File: src/rtl/uart_tx.sv
// uart_tx: 8-bit UART transmitter with a one-entry holding register, clocked at the oversample rate
module uart_tx #(
  parameter int PARITY_EN  = 1,
  parameter int PARITY_ODD = 0,
  parameter int OVERSAMPLE = 16
) (
  input  logic       clk_16x,
  input  logic       rst,
  input  logic [7:0] tx_data,
  input  logic       tx_valid,
  output logic       tx_ready,
  output logic       txd,
  output logic       tx_busy,
  output logic       tx_done
);
  localparam int TW = $clog2(OVERSAMPLE);
  typedef enum logic [2:0] {IDLE, START, DATA, PARITY, STOP} state_t;
  state_t state, state_n;
  logic [TW-1:0] tick, tick_n;
  logic [2:0] bit_idx, bit_n;
  logic [7:0] shift_reg, shift_n, hold_reg, hold_n;
  logic hold_full, full_n, txd_n, accept, last_tick, stop_last;
  assign accept = tx_valid && tx_ready;
  assign last_tick = tick == TW'(OVERSAMPLE - 1);
  assign stop_last = state == STOP && last_tick;
  assign tx_ready = !hold_full;
  assign tx_busy = state != IDLE;
  assign tx_done = stop_last;
  // next state, counters and buffers; txd is precomputed from the next state so the line is registered
  always_comb begin
    state_n = state;
    tick_n = (state == IDLE || last_tick) ? '0 : tick + TW'(1);
    bit_n = bit_idx;
    shift_n = shift_reg;
    hold_n = hold_reg;
    full_n = hold_full;
    if (accept && tx_busy && !stop_last) begin
      hold_n = tx_data;
      full_n = 1'b1;
    end
    case (state)
      IDLE: if (accept) begin
        shift_n = tx_data;
        state_n = START;
      end
      START: if (last_tick) begin
        state_n = DATA;
        bit_n = '0;
      end
      DATA: if (last_tick) begin
        bit_n = bit_idx + 3'd1;
        if (bit_idx == 3'd7) state_n = PARITY_EN != 0 ? PARITY : STOP;
      end
      PARITY: if (last_tick) state_n = STOP;
      STOP: if (last_tick) begin
        if (hold_full) begin
          shift_n = hold_reg;
          full_n = 1'b0;
          state_n = START;
        end else if (accept) begin
          shift_n = tx_data;
          state_n = START;
        end else state_n = IDLE;
      end
      default: state_n = IDLE;
    endcase
    txd_n = state_n == START  ? 1'b0 :
            state_n == DATA   ? shift_n[bit_n] :
            state_n == PARITY ? (^shift_n) ^ (PARITY_ODD != 0) : 1'b1;
  end
  // state register; reset abandons any frame and forces the line high immediately
  always_ff @(posedge clk_16x or negedge rst) begin
    if (!rst) begin
      state <= IDLE;
      tick <= '0;
      bit_idx <= '0;
      shift_reg <= '0;
      hold_reg <= '0;
      hold_full <= 1'b0;
      txd <= 1'b1;
    end else begin
      state <= state_n;
      tick <= tick_n;
      bit_idx <= bit_n;
      shift_reg <= shift_n;
      hold_reg <= hold_n;
      hold_full <= full_n;
      txd <= txd_n;
    end
  end
endmodule

File: config.mk
export PLATFORM = sky130hd
export DESIGN_NAME = uart_tx
export DESIGN_NICKNAME = d
export VERILOG_FILES = /design/src/rtl/uart_tx.sv
export SDC_FILE = /design/constraint.sdc
export NUM_CORES = 1
export LEC_CHECK = 0
export ABC_AREA = 1
export BUFFER_PORTS_ARGS = -buffer_cell sky130_fd_sc_hd__buf_2
export CAP_MARGIN = 30
export CORE_ASPECT_RATIO = 0.9
export CORE_MARGIN = 2
export CORE_UTILIZATION = 47
export DETAILED_ROUTE_END_ITERATION = 8
export HOLD_SLACK_MARGIN = 0.06
export SETUP_SLACK_MARGIN = 0.4
export SYNTH_ARGS = -nofsm -noshare
export SYNTH_HDL_FRONTEND = slang
export SYNTH_SLANG_ARGS = --single-unit
File: constraint.sdc
create_clock -name clk_16x -period 2.4 [get_ports clk_16x]
set_clock_uncertainty 0.05 [all_clocks]
set_input_delay 0.12 -clock clk_16x [delete_from_list [all_inputs] [get_ports clk_16x]]
set_output_delay 0.12 -clock clk_16x [all_outputs]
set_load 0.01 [all_outputs]
==> reports/qor.txt <==
Power Density: 323 nW/um2
Most frequent cell after synthesis: nand2_1
Area contributors post-synth: dfrtp_1 33%, nand2_1 18%, nand3_1 9.2%, inv_1 5.5%, nor2_1 4.2%
Max cap viols: 0
Clock Power Share: 0.352
Synth Flop Type: dfrtp_1
Dpl hpwl: 3750 um
Clock sinks: 28
Net Count, Synth: 322
IO Count: 15
Iteration-0 DRC Markers: 92
Largest net degree at the start of global routing: 29
Combinational Power Share: 0.037
Drt via density: 5.03
CP Max Fanout: 4
Area grow syn2layout: 16.0%
CTS H-tree lvls: 1
Crit path required time: 2.57 ns
Layout Nets: 347
Starting Density: 0.496
Core Region: 4160 um2
Port buffer count: 14
Final max-slew violation count: 0
Mapped Area: 2060 um2
Drt first pass iters: 4
DRC: 0
Total routed wirelength: 5090 um
Hold Path Class: in -> reg
Final GP Congestion: 0.974
Die H: 66.8 um
All-layer global routing usage: 0.233
Die area: 4930 um2
Largest area contributor in the netlist: dfrtp_1
# rows: 22
Non-Filler Instances: 391
Peak supply drop: 0.000302 V
GRT busiest layer: met2
Status: finished, final reports clean
Reg power frac: 0.611
Vias: 1,966
WP data arrival: 2.18 ns
Crit end category: flip-flop
CTS max path bufs: 2
Met3 Use GR: 0.0378
YS warnings: 0
Dpl cells: 375
Yosys cell types: 30
Sw power: 0.000173 W
CTS root buf: clkbuf_8
Crit path launch type: flip-flop
Relative slew slack: 0.557
Setup Viol. Count Final: 0
Post-synth EDFFs: 0
Final setup TNS: 0 ns
Remaining Overflow, GRT: 0
Vias in the first global route: 1,888
Worst skew pair latency: 0.28 ns
RSZ-0062 raised after global routing: yes
Synth top area share: 0.328
CTS Buf Count: 3
Antenna violations before repair: 0
Fmax: 498 MHz
Register bit total from synthesis: 28
Post-synth top cells: 97 x nand2_1, 38 x nand3_1, 30 x inv_1
Met2 Usage GRT: 0.397
Global-route wire length before repair: 8740 um
Fraction of power spent switching nets: 0.224
Final min period: 2.01 ns
Syn Area/Cell: 6.71 um2
M1 GR Usage: 0.307
CTS tree: built
Post-route ant nets: 0
Die X: 73.8 um
Worst Tran Pin Value: 0.665 ns
Synth async-reset ratio: 1.00
DR WL/cell: 13.0 um
Static Leak: 1.31 nW
Critical path type: reg -> reg
Layout fillers: 418
Cell-internal power: 0.000599 W
Final Hold Viols: 0
Synth Instances: 307
N_diodes: 0
Clock transition at the registers of the reported paths: 0.10 ns
Final Cycle Share: 0.837
Sequential fraction of the synthesis area: 0.341
Layout cell share with drive strength beyond 1: 0.254
-- power by group through the flow --
stage / sequential (W) / clock, W / combinational, W
after floorplan: 0.000481 / 0 / 0.00000737
after global placement: 0.000481 / 0 / 0.0000279
after detailed placement: 0.000481 / 0 / 0.0000280
after CTS: 0.000472 / 0.000282 / 0.0000294
after global routing: 0.000472 / 0.000300 / 0.0000334
final: 0.000471 / 0.000271 / 0.0000285
-- cells by family after synthesis --
family | count (synthesis) | synth area share
xor+xnor | 2 | 0.00850
compound gates | 40 | 0.118
fa+ha+maj | 4 | 0.0243
simple gates | 183 | 0.403
buf+inv | 50 | 0.106
flops | 28 | 0.341
-- repair_timing --
action | 4_1_cts | 5_1_grt
setup endpoints to repair | 10 | 10
gates resized for setup | 7 | 7
endpoints found under the hold margin | 27 | 0
hold buffers | 1 | 0
buffers inserted | 7 | 4
pin swaps | 10 | 11
-- worst max-delay path, stage by stage, from the launching register on --
cell and delay, ns:
dfrtp_1 0.40, ha_4 0.16, nand3_4 0.12, ha_4 0.29, inv_2 0.02, nand4_1 0.13, nand3_2 0.15, nand3_1 0.13
nand3_1 0.08, nand3_1 0.08, nand2_1 0.05, nor2_1 0.11, nor2_1 0.05, a21oi_2 0.12
-- area by class of cell --
cell class | instances | area, um2 | area share
multi-input cells | 229 | 1210 | 0.508
flip-flops and latches | 28 | 703 | 0.294
repair buffers | 29 | 198 | 0.0827
inverters | 41 | 156 | 0.0654
well taps | 60 | 75.1 | 0.0314
clock buffers | 4 | 45.0 | 0.0188
-- path summary, 6_finish.rpt --
check | startpoint | to | slack, ns | cells past startpoint
max in group asynchronous | rst | state[0] | 1.49 | 2
max reg2reg | tick[0] | txd | 0.39 | 13
min in group asynchronous | rst | hold_reg[0] | 0.35 | 2
max | tick[0] | txd | 0.39 | 13
min reg2reg | hold_reg[1] | hold_reg[1] | 0.45 | 2
min | tx_data[2] | hold_reg[2] | 0.07 | 3
-- metrics by stage --
step	area, um2	utilization	hold WS, ns	total power [W]	setup slack (ns)
after floorplan	2070	-	-0.226	0.000488	0.413
after global placement	2190	0.526	0.142	0.000509	0.256
after detailed placement	2190	0.526	0.139	0.000509	0.195
after CTS	2340	0.564	0.0613	0.000783	0.376
after global routing	2390	0.575	0.0778	0.000805	0.235
final	2390	0.575	0.0652	0.000771	0.392
-- metal layers --
layer,wire [um],vias to the layer above,share of wire
met5,0,-,0
li1,-,1028,-
met1,2440,902,0.48
met3,121,6,0.024
met4,69,0,0.014
met2,2460,30,0.48
-- cells in the final DEF, fill, tap and decap left out, drive strengths merged, types with 4 or more instances in the layout --
master / count
inv: 40
nand2: 113
o21ai: 11
clkbuf: 4
nor2: 27
buf: 28
dfrtp: 27
a21oi: 25
nand3: 38
ha: 4
No activity file was read; power rests on OpenSTA's default activity.
